## config.mk

```make
export PLATFORM = sky130hd
export DESIGN_NAME = mac_accumulator_flat
export DESIGN_NICKNAME = d
export VERILOG_FILES = /design/src/rtl/mac_accumulator_if.sv /design/src/rtl/mac_accumulator.sv /design/src/flat_wrapper.sv
export SDC_FILE = /design/constraint.sdc
export NUM_CORES = 1
export LEC_CHECK = 0
export ABC_AREA = 1
export CAP_MARGIN = 10
export CORE_MARGIN = 4
export CORE_UTILIZATION = 60
export DETAILED_ROUTE_END_ITERATION = 8
export PLACE_DENSITY_LB_ADDON = 0.25
export SYNTH_ARGS = -nofsm -noshare
export SYNTH_HDL_FRONTEND = slang
export SYNTH_SLANG_ARGS = --single-unit
```

## constraint.sdc

```tcl
create_clock -name clk -period 4.9 [get_ports clk]
set_input_delay 0.735 -clock clk [delete_from_list [all_inputs] [get_ports clk]]
set_output_delay 0.735 -clock clk [all_outputs]
set_load 0.005 [all_outputs]
```

## src/rtl/mac_accumulator_if.sv

```systemverilog
// Product-in / result-out bus of the multiply-accumulate stage.
// The slave modport is the accumulator; the master modport is its environment.
interface mac_accumulator_if #(
    parameter int unsigned PROD_W = 16,
    parameter int unsigned ACC_W  = 20,
    parameter int unsigned LEN    = 4
);
    localparam int unsigned CNT_W = $clog2(LEN);

    logic              clear;
    logic              in_valid;
    logic              in_ready;
    logic [PROD_W-1:0] product;
    logic              out_valid;
    logic              out_ready;
    logic [ACC_W-1:0]  acc_out;
    logic              overflow;
    logic [CNT_W-1:0]  beat_cnt;

    modport master (
        output clear, in_valid, product, out_ready,
        input  in_ready, out_valid, acc_out, overflow, beat_cnt
    );

    modport slave (
        input  clear, in_valid, product, out_ready,
        output in_ready, out_valid, acc_out, overflow, beat_cnt
    );
endinterface

```

## src/rtl/mac_accumulator.sv

```systemverilog
// Sums LEN consecutive unsigned products into one frame result, presented on a
// held valid/ready port together with a sticky carry-out flag.
module mac_accumulator #(
    parameter int unsigned PROD_W = 16,
    parameter int unsigned LEN    = 4,
    parameter int unsigned ACC_W  = 20
) (
    input  logic                clk,
    input  logic                rst_n,
    mac_accumulator_if.slave    bus
);
    localparam int unsigned      CNT_W     = $clog2(LEN);
    localparam logic [CNT_W-1:0] LAST_BEAT = CNT_W'(LEN - 1);

    if (ACC_W < PROD_W) begin : g_bad_acc_w
        $error("mac_accumulator: ACC_W must be >= PROD_W");
    end
    if (LEN < 2) begin : g_bad_len
        $error("mac_accumulator: LEN must be >= 2");
    end

    typedef enum logic {S_ACC, S_DONE} state_t;

    state_t           state_q;
    logic [ACC_W-1:0] acc_q;
    logic             ovf_q;
    logic [CNT_W-1:0] beat_q;
    logic [ACC_W-1:0] acc_out_q;
    logic             overflow_q;
    logic             in_ready_q;
    logic             out_valid_q;

    logic [ACC_W-1:0] prod_ext;
    logic [ACC_W:0]   sum_ext;
    logic [ACC_W-1:0] acc_d;
    logic             ovf_d;
    logic             in_xfer;

    assign in_xfer = bus.in_valid && in_ready_q;

    // Next accumulator value for an accepted beat: first beat restarts the frame.
    always_comb begin
        prod_ext = ACC_W'(bus.product);
        sum_ext  = {1'b0, acc_q} + {1'b0, prod_ext};
        acc_d    = sum_ext[ACC_W-1:0];
        ovf_d    = ovf_q | sum_ext[ACC_W];
        if (beat_q == '0) begin
            acc_d = prod_ext;
            ovf_d = 1'b0;
        end
    end

    // Frame FSM with all outputs registered; clear outranks every other action.
    always_ff @(posedge clk or negedge rst_n) begin
        if (!rst_n) begin
            state_q     <= S_ACC;
            acc_q       <= '0;
            ovf_q       <= 1'b0;
            beat_q      <= '0;
            acc_out_q   <= '0;
            overflow_q  <= 1'b0;
            in_ready_q  <= 1'b0;
            out_valid_q <= 1'b0;
        end else if (bus.clear) begin
            state_q     <= S_ACC;
            acc_q       <= '0;
            ovf_q       <= 1'b0;
            beat_q      <= '0;
            acc_out_q   <= '0;
            overflow_q  <= 1'b0;
            in_ready_q  <= 1'b1;
            out_valid_q <= 1'b0;
        end else begin
            case (state_q)
                S_ACC: begin
                    // in_ready is low only for the first cycle after reset here.
                    in_ready_q <= 1'b1;
                    if (in_xfer) begin
                        acc_q <= acc_d;
                        ovf_q <= ovf_d;
                        if (beat_q == LAST_BEAT) begin
                            acc_out_q   <= acc_d;
                            overflow_q  <= ovf_d;
                            out_valid_q <= 1'b1;
                            in_ready_q  <= 1'b0;
                            beat_q      <= '0;
                            state_q     <= S_DONE;
                        end else begin
                            beat_q <= beat_q + CNT_W'(1);
                        end
                    end
                end
                S_DONE: begin
                    if (bus.out_ready) begin
                        out_valid_q <= 1'b0;
                        in_ready_q  <= 1'b1;
                        state_q     <= S_ACC;
                    end
                end
                default: begin
                    state_q     <= S_ACC;
                    out_valid_q <= 1'b0;
                    in_ready_q  <= 1'b1;
                end
            endcase
        end
    end

    assign bus.in_ready  = in_ready_q;
    assign bus.out_valid = out_valid_q;
    assign bus.acc_out   = acc_out_q;
    assign bus.overflow  = overflow_q;
    assign bus.beat_cnt  = beat_q;
endmodule

```

## src/flat_wrapper.sv

```systemverilog
// flat-port wrapper written by rule: the top's interface ports become plain ports
module mac_accumulator_flat 
#(
    parameter int unsigned PROD_W = 16,
    parameter int unsigned LEN    = 4,
    parameter int unsigned ACC_W  = 20
)
  (clk, rst_n, bus_clear, bus_in_valid, bus_product, bus_out_ready, bus_in_ready, bus_out_valid, bus_acc_out, bus_overflow, bus_beat_cnt);
  mac_accumulator_if #(.PROD_W(PROD_W), .ACC_W(ACC_W), .LEN(LEN)) bus_i ();
  input  logic clk;
  input  logic rst_n;
  input wire logic [$bits(bus_i.clear)-1:0] bus_clear;
  input wire logic [$bits(bus_i.in_valid)-1:0] bus_in_valid;
  input wire logic [$bits(bus_i.product)-1:0] bus_product;
  input wire logic [$bits(bus_i.out_ready)-1:0] bus_out_ready;
  output wire logic [$bits(bus_i.in_ready)-1:0] bus_in_ready;
  output wire logic [$bits(bus_i.out_valid)-1:0] bus_out_valid;
  output wire logic [$bits(bus_i.acc_out)-1:0] bus_acc_out;
  output wire logic [$bits(bus_i.overflow)-1:0] bus_overflow;
  output wire logic [$bits(bus_i.beat_cnt)-1:0] bus_beat_cnt;
  assign bus_i.clear = bus_clear;
  assign bus_i.in_valid = bus_in_valid;
  assign bus_i.product = bus_product;
  assign bus_i.out_ready = bus_out_ready;
  assign bus_in_ready = bus_i.in_ready;
  assign bus_out_valid = bus_i.out_valid;
  assign bus_acc_out = bus_i.acc_out;
  assign bus_overflow = bus_i.overflow;
  assign bus_beat_cnt = bus_i.beat_cnt;
  mac_accumulator #(.PROD_W(PROD_W), .LEN(LEN), .ACC_W(ACC_W)) u_core (.clk(clk), .rst_n(rst_n), .bus(bus_i));
endmodule
```

==> Yosys cells after proc, flatten, opt, wreduce, memory -nomap -nowiden <==
Index checks and enable logic that the tools add are counted.
{ "word_totals": {"ff_bits": 47, "latchBits": 0, "mem_bits_rw": 0, "mem_bits_ro": 0, "input_bits": 21, "output_inout_bits": 25, "wordCells": 59, "n_memories": 0} }
{ "op_classes": {"addsub": 2, "multipliers": 0, "div_mod_pow": 0, "n_lt_le_gt_ge": 0, "eq_ne": 5, "n_shift": 0, "n_mux": 35, "bitwise_logic": 2, "reduce_logical": 7} }
{ "ops": {"columns": ["op", "n"], "rows": [
  ["two-way mux 20 bit", 8],
  ["adder 20 x 16 -> 21 bit", 1],
  ["two-way mux 1 bit", 20],
  ["two-way mux 2 bit", 4],
  ["inequality test 3 x 2 -> 1 bit, second input constant", 2],
  ["one-hot mux 1 bit (2 select lines)", 3],
  ["AND reduction 3 bit", 2],
  ["nonzero test 2 bit", 2],
  ["inequality test 3 bit, second input constant", 1],
  ["adder 2 x 1 -> 2 bit, second input constant", 1],
  ["== test 2 bit, second input constant", 1],
  ["zero test 2 bit", 1],
  ["inequality test 2 bit, second input constant", 1],
  ["AND reduction 2 bit", 1],
  ["logical AND 1 bit", 1],
  ["inverter 1 bit", 1],
  ["OR 1 bit", 1]
]} }

==> Depth between registers and ports, before layout <==
Gate-level depths: netlist of the first run.
{ "depth": {"word_depth": 7, "depth_mapped": 13, "mapped_depth_nobuf": 13} }

==> Worst setup path after synthesis of the first run <==
No wires, ideal clock.
{ "synth_path": {"path_type": "input port to flip-flop", "start": "input port bus_product[0]", "end": "register u_core.acc_q[8]", "setup_ns": 0.117, "arrival_ns": 2.033, "required_ns": 4.783, "path_slack_ns": 2.750, "cell_stages": 12, "path_buffers": 0, "cell_sequence": "ha_1 -> inv_1 -> fa_1 -> inv_1 -> nand3_1 -> nand3_2 -> nand3_1 -> nand2_1 -> xnor2_1 -> nand2_1 -> nand3_1 -> nand2_1"} }
{ "synth_via": {"elab_chain_cells": 5} }
{ "synth_lines": {"columns": ["item", "line", "text"], "rows": [
  ["start, declared", "flat_wrapper.sv:14", "input wire logic [$bits(bus_i.product)-1:0] bus_product;"],
  ["adder 20 x 16 -> 21 bit", "mac_accumulator.sv:44", "sum_ext = {1'b0, acc_q} + {1'b0, prod_ext};"],
  ["two-way mux 20 bit", "mac_accumulator.sv:47", "if (beat_q == '0) begin"],
  ["two-way mux 20 bit", "mac_accumulator.sv:78", "if (in_xfer) begin"],
  ["two-way mux 20 bit", "mac_accumulator.sv:74", "case (state_q)"],
  ["two-way mux 20 bit", "mac_accumulator.sv:64", "end else if (bus.clear) begin"],
  ["end signal, assigned", "mac_accumulator.sv:57", "acc_q <= '0;"],
  ["end signal, assigned", "mac_accumulator.sv:66", "acc_q <= '0;"],
  ["end signal, assigned", "mac_accumulator.sv:79", "acc_q <= acc_d;"],
  ["end, declared", "mac_accumulator.sv:25", "logic [ACC_W-1:0] acc_q;"]
]} }
Every way passes these cells. The select of a mux whose other input is x is not followed.
A chain may end at the register's enable or synchronous reset.

==> Worst setup path after layout of the first run <==
{ "layout_path": {"start": "input port bus_clear", "end": "register u_core.ovf_q"} }
{ "layout_via": {"elab_chain_cells": 2, "elab_cells_between_ends": 4, "classes_between": "1 x eq/ne; 1 x mux; 2 x reduce/logical"} }
{ "layout_lines": {"columns": ["item", "line", "text"], "rows": [
  ["start, declared", "flat_wrapper.sv:12", "input wire logic [$bits(bus_i.clear)-1:0] bus_clear;"],
  ["inequality test 2 bit (no source line) / nonzero test 2 bit (equally long branches)", null, null],
  ["AND reduction 2 bit (no source line)", null, null],
  ["end signal, assigned", "mac_accumulator.sv:80", "ovf_q <= ovf_d;"],
  ["end, declared", "mac_accumulator.sv:26", "logic ovf_q;"]
]} }
Parallel ways exist; a longest one is shown, timed or not.

==> out/results.ini, run 1 <==
[synthesis]
postSynth.topFlopCell = sky130_fd_sc_hd__dfrtp_1
synth_top_cell_by_area = sky130_fd_sc_hd__dfrtp_1
synthesized_flop_and_latch_total = 47
synth_sequential_area_ratio_pct = 35.1
synth_fp_nets = 541
number_of_unique_standard_cell_types_used_by_synthesis = 29
synthMostInstantiatedCell = sky130_fd_sc_hd__nand2_1
synth.top_cells.by_count = sky130_fd_sc_hd__nand2_1 (180), sky130_fd_sc_hd__inv_1 (63), sky130_fd_sc_hd__nand3_1 (51), sky130_fd_sc_hd__nor2_1 (51), sky130_fd_sc_hd__dfrtp_1 (47)
postSynth.asyncResetShare_pct = 100
yosys_warnings = 0
synth.avg_cell_area_um2 = 6.68
mappedNetlistArea_um2 = 3350
synth_edf_count = 0
synth_largest_type_area_fraction_pct = 35.1
yosys-top-cells-area = sky130_fd_sc_hd__dfrtp_1 (35%), sky130_fd_sc_hd__nand2_1 (20%), sky130_fd_sc_hd__nand3_1 (7.6%), sky130_fd_sc_hd__inv_1 (7.1%), sky130_fd_sc_hd__ha_1 (6.7%)
synth_cells = 501

[detailed_routing]
detail_route.vias_per_cell = 5.38
dr.pass1.iters = 5
routed_wl_um = 8250
initialDrtViolationCount = 213
routedWlPerCell_um = 13.5
route.antenna.remaining_nets = 0
drcViolationCount = 0
route.vias.total = 3287

[power_and_ir_drop]
total_leakage_power_nw = 2.10
p_comb_share_pct = 45.8
vdd_drop_max_v = 0.000192
switching_power_mw = 0.567
power_density_nw_per_um2 = 362
cellInternalPower_mw = 0.850
flop_pwr_share_pct = 35.5
power.switching_fraction_pct = 40.0
power.share.clock_pct = 18.7

[grt]
global_route_wire_length_before_repair_um = 14200
grt_usage_pct = 26.7
globalRouteOverflowTotal = 0
grt_pass1_vias = 3280
grt_antenna_before_repair = 0
pin_count_of_the_biggest_net_entering_global_routing = 48

[worst_setup_path]
arrival_ns = 3.31
crit_type = in -> reg
endpoint_kind = register
timing.critical_path.slowest_cell_delay_ns = 0.88
critPathMaxFanout = 27
crit_family = buffers and inverters
worst_setup_path_start_kind = primary input
critical_path.cell_chain = clkdlybuf4s50_1 > a21oi_4 > inv_1 > nand3_1 > o21ai_0
worst-endpoint-required_ns = 5.06
timing.reg2reg.setup_slack_ns = 2.76
path_buf_inv = 2
critical_path.slowest_cell = sky130_fd_sc_hd__clkdlybuf4s50_1

[floorplan]
die-height_um = 82.7
ios = 46
initial_utilization_pct = 63.5
dieWidth_um = 82.7
core.rowCount = 26
core_area_um2 = 5270
die_area_um2 = 6840

[clock_tree]
clock_latency_ns = 0.30
root_buffer = sky130_fd_sc_hd__clkbuf_8
path_clk_slew_ns = 0.09
cts-root-to-sink-buffers = 2
clock_tree.htree_level_count = 2
tritoncts_num_sinks = 47
number_of_hold_buffers_added_after_cts = 0
cts_tree = yes
total_cts_buffers = 5
cts_setup_buffers = 0
cts_repair_resize_count = 0

[place]
dp.final_hpwl_um = 6130
routabilityCongestion = 0.927
buffer_ports.inserted = 45
dp_cells = 603

[sta]
post-route-period-util_pct = 64.2
grt_setup_unrepaired = no
fmaxAchievable_mhz = 318
setup-tns-final_ns = 0
slew_violations = 0
timing.slew.headroom_pct = 30.7
setup_viol = 0
timing.final.hold_violations = 0
worst_slew_pin_slew_ns = 1.04
finalWorstPathRequiredPeriod_ns = 3.15
final.setup_skew_ns = 0.00281

[finish]
layout.nets = 580
instances_no_fill = 611
syn_to_final_growth_pct = 16.7
antennaDiodeCount = 0
layout-drive-gt1-share_pct = 4.62

[flow_run]
max-cap-violations = 0

[worst_hold_path]
hold_path.class = reg -> reg

[run_status]
run_status = finished, final reports clean

metrics by stage:
step	hold WS (ns)	cell area (um^2)	util [%]	power (mW)	setup WS, ns
6_report	0.482	3910	74.2	1.42	1.75
3_3_place_gp	0.462	3810	72.3	1.13	1.52
3_5_place_dp	0.465	3810	72.3	1.15	1.46
4_1_cts	0.487	3910	74.2	1.42	1.78
5_1_grt	0.496	3910	74.2	1.53	1.59
2_1_floorplan	0.439	3350	-	0.947	2.75
per-layer routing:
metal | share of wire, % | global-route usage (%) | routed length, um | up-vias
li1 | - | - | - | 1667
met1 | 46 | 33.6 | 3810 | 1519
met2 | 48 | 47.4 | 3970 | 90
met3 | 4.5 | 3.69 | 367 | 11
met4 | 1.2 | 8.01 | 103 | 0
met5 | 0 | 0 | 0 | -
path summary, 6_finish.rpt:
kind	endpoint	cells past startpoint	from
min	u_core.bus.acc_out[5]$_DFFE_PN0P_	2	u_core.bus.acc_out[5]$_DFFE_PN0P_
min in group asynchronous	u_core.bus.acc_out[1]$_DFFE_PN0P_	1	rst_n
max reg2reg	u_core.ovf_q$_DFFE_PN0P_	6	u_core.bus.in_ready$_DFFE_PN0P_
max in group asynchronous	u_core.acc_q[3]$_DFFE_PN0P_	1	rst_n
min reg2reg	u_core.bus.acc_out[5]$_DFFE_PN0P_	2	u_core.bus.acc_out[5]$_DFFE_PN0P_
max	u_core.ovf_q$_DFFE_PN0P_	5	bus_clear
state kept, by name, indices dropped and copies added (netlist names):
name / cells
u_core.acc_q: 20
u_core.state_q: 1
u_core.bus.overflow: 1
u_core.ovf_q: 1
u_core.bus.acc_out: 20
u_core.bus.beat_cnt: 2
u_core.bus.in_ready: 1
u_core.bus.out_valid: 1
power groups by stage:
stage	clock network [mW]	logic (mW)	registers, mW
global placement	0	0.626	0.507
floorplan	0	0.440	0.507
CTS	0.267	0.648	0.503
detailed placement	0	0.642	0.510
finish	0.265	0.649	0.502
global route	0.285	0.735	0.512
area by class of cell:
class / count / area, um^2
clock buffer: 8 / 100
timing repair buffer: 45 / 445
sequential: 47 / 1180
inverter: 66 / 248
multi-input combinational: 375 / 1850
fill: 455 / 1360
tap: 70 / 87.6
worst min-delay path, cell delays in order (launching register included):
cell and delay [ns]:
sky130_fd_sc_hd__dfrtp_1 0.35, sky130_fd_sc_hd__nand2_1 0.05, sky130_fd_sc_hd__nand2_1 0.05
cells by family after synthesis:
| group | count (synthesis) | share of synthesized area (%) |
|---|---|---|
| adders and majority gates | 19 | 7.32 |
| and+or+nand+nor | 312 | 39.5 |
| buffers and inverters | 79 | 9.57 |
| AOI/OAI and AO/OA | 38 | 6.88 |
| DFF | 47 | 35.1 |
| xor gates and xnor gates | 6 | 1.57 |
cell usage in the layout (no fill, tap or decap):
cell type,n
sky130_fd_sc_hd__nand3_1,51
sky130_fd_sc_hd__o21ai_1,3
sky130_fd_sc_hd__a21oi_4,2
sky130_fd_sc_hd__fa_1,1
sky130_fd_sc_hd__xor2_1,1
sky130_fd_sc_hd__o221ai_1,1
sky130_fd_sc_hd__o21ai_0,19
sky130_fd_sc_hd__nand3b_1,1
sky130_fd_sc_hd__nand2_1,180
sky130_fd_sc_hd__ha_1,18
sky130_fd_sc_hd__dfrtp_1,47
sky130_fd_sc_hd__nand3_2,4
sky130_fd_sc_hd__clkdlybuf4s50_1,44
sky130_fd_sc_hd__o21bai_1,1
sky130_fd_sc_hd__clkbuf_8,7
sky130_fd_sc_hd__inv_2,3
sky130_fd_sc_hd__a21oi_1,9
sky130_fd_sc_hd__a21oi_2,2
sky130_fd_sc_hd__nor2_1,51
sky130_fd_sc_hd__xnor2_1,5
sky130_fd_sc_hd__nand2_2,2
sky130_fd_sc_hd__o21ai_2,1
sky130_fd_sc_hd__buf_2,1
sky130_fd_sc_hd__nand4_1,17
sky130_fd_sc_hd__inv_1,63
sky130_fd_sc_hd__nor2_2,3
sky130_fd_sc_hd__clkbuf_1,1
sky130_fd_sc_hd__or2_1,1
sky130_fd_sc_hd__nor3_1,2
Power figures use the tool's default switching activity.
==> run 2: changes to the inputs <==
Settings changed: CORE_UTILIZATION 60 to 56.
Clock period 4.9 ns to 3 ns, I/O delays scaled along.
==> out/results.ini, run 2 (same netlist as run 1, synthesis figures left out) <==
[run_status]
run_status = finished, final reports clean

[detailed_routing]
route.vias.total = 3262  ; -0.76%
routed_wl_um = 8630  ; +4.7%
drcViolationCount = 0  ; unchanged
route.antenna.remaining_nets = 0  ; unchanged
detail_route.vias_per_cell = 5.29  ; -1.7%
dr.pass1.iters = 4  ; -1
routedWlPerCell_um = 14.0  ; +3.7%
initialDrtViolationCount = 232  ; +8.9%

[worst_setup_path]
worst-endpoint-required_ns = 3.20  ; -1.86 ns
endpoint_kind = register
timing.critical_path.slowest_cell_delay_ns = 0.48  ; -0.40 ns
critical_path.slowest_cell = sky130_fd_sc_hd__clkdlybuf4s50_1
critPathMaxFanout = 4  ; -85%
worst_setup_path_start_kind = primary input
path_buf_inv = 3  ; +1
regToRegStartpoint = u_core.bus.beat_cnt[0]$_DFFE_PN0P_
critical_path.cell_chain = clkdlybuf4s50_1 > ha_1 > inv_1 > fa_1 > inv_1 > nand3_1 > nand3_2 > nand3_1 > nand2_1 > nand2_1 > nand2_1 > nand2_1 > nand4_1 > nand2_1
reg2reg_depth = 7  ; +1
rr_endpoint = u_core.bus.acc_out[3]$_DFFE_PN0P_
worst_path_most_repeated_cell = sky130_fd_sc_hd__nand2_1
timing.reg2reg.setup_slack_ns = 1.01  ; -1.75 ns
arrival_ns = 2.43  ; -0.88 ns
crit_family = simple AND/OR/NAND/NOR gates
crit_type = in -> reg

[sta]
setup_ws_ns = 0.771  ; -0.982 ns
timing.final.hold_violations = 0  ; unchanged
worst_slew_pin_slew_ns = 1.04  ; -0.00354 ns
post-route-period-util_pct = 74.3
timing.slew.headroom_pct = 31.0  ; +0.24 points
grt_setup_unrepaired = no
setup-tns-final_ns = 0  ; unchanged
finalWorstPathRequiredPeriod_ns = 2.23
slew_violations = 0  ; unchanged
setup_viol = 0  ; unchanged
final.setup_skew_ns = 0.00562  ; +0.00281 ns
fmaxAchievable_mhz = 449

[grt]
globalRoute.busiestLayer = met2
grt_usage_pct = 25.0  ; -1.7 points
use_met1_pct = 33.6  ; -0.051 points
grt_util_met3_pct = 3.98  ; +0.29 points
grt_antenna_before_repair = 0  ; unchanged
global_route_wire_length_before_repair_um = 15000  ; +5.4%
pin_count_of_the_biggest_net_entering_global_routing = 48  ; unchanged
grt_pass1_vias = 3292  ; +0.37%
globalRouteOverflowTotal = 0  ; unchanged
global_route.usage.met2_pct = 42.4  ; -4.9 points

[floorplan]
core.rowCount = 27  ; +3.8%
die_area_um2 = 7280  ; +6.4%
die-height_um = 85.3  ; +3.2%
initial_utilization_pct = 59.3  ; -4.2 points
dieWidth_um = 85.3  ; +3.2%
core_area_um2 = 5640  ; +7.1%
ios = 46  ; unchanged

[power_and_ir_drop]
power.share.clock_pct = 18.4  ; -0.3 points
power.switching_fraction_pct = 41.7  ; +1.7 points
switching_power_mw = 0.970  ; +71%
vdd_drop_max_v = 0.000345  ; +80%
cellInternalPower_mw = 1.36  ; +60%
p_comb_share_pct = 46.2  ; +0.4 points
total_leakage_power_nw = 2.12  ; +0.83%
total_power_mw = 2.33  ; +64%
power_density_nw_per_um2 = 591  ; +63%
flop_pwr_share_pct = 35.4  ; about the same

[place]
routabilityCongestion = 0.968  ; +4.4%
dp.final_hpwl_um = 6440  ; +5.0%
dp_slack_ns = 0.468  ; -0.992 ns
buffer_ports.inserted = 45  ; unchanged

[clock_tree]
root_buffer = sky130_fd_sc_hd__clkbuf_8
cts_setup_buffers = 0  ; unchanged
path_clk_slew_ns = 0.10  ; about the same
tritoncts_num_sinks = 47  ; unchanged
clock_tree.htree_level_count = 2  ; unchanged
cts-root-to-sink-buffers = 2  ; unchanged
clock_latency_ns = 0.31  ; about the same
cts_repair_resize_count = 0  ; unchanged
cts_tree = yes
total_cts_buffers = 5  ; unchanged
number_of_hold_buffers_added_after_cts = 0  ; unchanged

[finish]
fillers = 490  ; +7.7%
layout.nets = 584  ; +0.69%
syn_to_final_growth_pct = 17.6
antennaDiodeCount = 0  ; unchanged
layout_commonest_cell = sky130_fd_sc_hd__nand2_1
final_core_utilization_pct = 69.8  ; -4.4 points
layout-drive-gt1-share_pct = 5.50  ; +0.88 points
most_frequent_cells_in_the_layout = sky130_fd_sc_hd__nand2_1 (180), sky130_fd_sc_hd__inv_1 (63), sky130_fd_sc_hd__nand3_1 (51), sky130_fd_sc_hd__nor2_1 (51), sky130_fd_sc_hd__dfrtp_1 (47)

[worst_hold_path]
hold_path.class = in -> async

[flow_run]
max-cap-violations = 0  ; unchanged

-- run 2: cell types whose count changed in the layout (fill, tap and decap cells not counted) --
| cell | previous run | this run |
|---|---|---|
| sky130_fd_sc_hd__buf_4 | 0 | 4 |
| sky130_fd_sc_hd__clkbuf_8 | 7 | 5 |
| sky130_fd_sc_hd__inv_6 | 0 | 2 |
| sky130_fd_sc_hd__clkinv_4 | 0 | 1 |
| sky130_fd_sc_hd__clkbuf_1 | 1 | 0 |
-- run 2: area by class of cell --
cell class                 count  area (um^2)  share of cell area [%]
inverter                      66          248                    6.29
clock inverter                 3         26.3                   0.668
tap                           72         90.1                    2.29
sequential                    47         1180                    29.9
multi-input combinational    375         1850                    47.0
timing repair buffer          49          475                    12.1
clock buffer                   5         68.8                    1.75
-- run 2: worst register-to-register path, delay by kind of cell, from the launching register on --
kind / cells / cell delay (ns)
AO/OA/AOI/OAI: 2 / 0.28
flip-flops: 1 / 0.38
adder cells (fa/ha/maj): 1 / 0.29
buffers and inverters: 3 / 0.82
AND/OR/NAND/NOR: 1 / 0.08
-- run 2: power groups by stage --
stage,clock (mW),sequential (mW),combinational [mW]
after floorplan,0,0.828,0.719
after global placement,0,0.830,1.05
after detailed placement,0,0.834,1.07
after CTS,0.429,0.823,1.07
after global routing,0.461,0.841,1.22
final,0.429,0.824,1.07
-- run 2: per-stage QoR --
stage | instance area (um^2) | hold WS, ns | cells
detailed placement | 3840 | 0.466 | 609
floorplan | 3350 | 0.154 | 501
CTS | 3940 | 0.348 | 617
global route | 3940 | 0.389 | 617
finish | 3940 | 0.312 | 617
global placement | 3840 | 0.463 | 609
-- run 2: metal layers --
metal	vias to the layer above	wire [um]
li1	1673	-
met1	1498	4030
met4	0	79
met5	-	0
met2	82	4110
met3	9	413
-- run 2: worst max path at each step --
stage                         from                                end  slack [ns]  cells after the start
global placement    bus_product[0]        u_core.acc_q[8]$_DFFE_PN0P_        0.50                     13
CTS                 bus_product[0]  u_core.bus.acc_out[8]$_DFFE_PN0P_        0.79                     13
global route        bus_product[0]        u_core.acc_q[8]$_DFFE_PN0P_        0.62                     13
detailed placement  bus_product[0]       u_core.acc_q[16]$_DFFE_PN0P_        0.47                     14
floorplan           bus_product[0]        u_core.acc_q[8]$_DFFE_PN0P_        1.13                     12
finish              bus_product[0]       u_core.acc_q[16]$_DFFE_PN0P_        0.77                     14
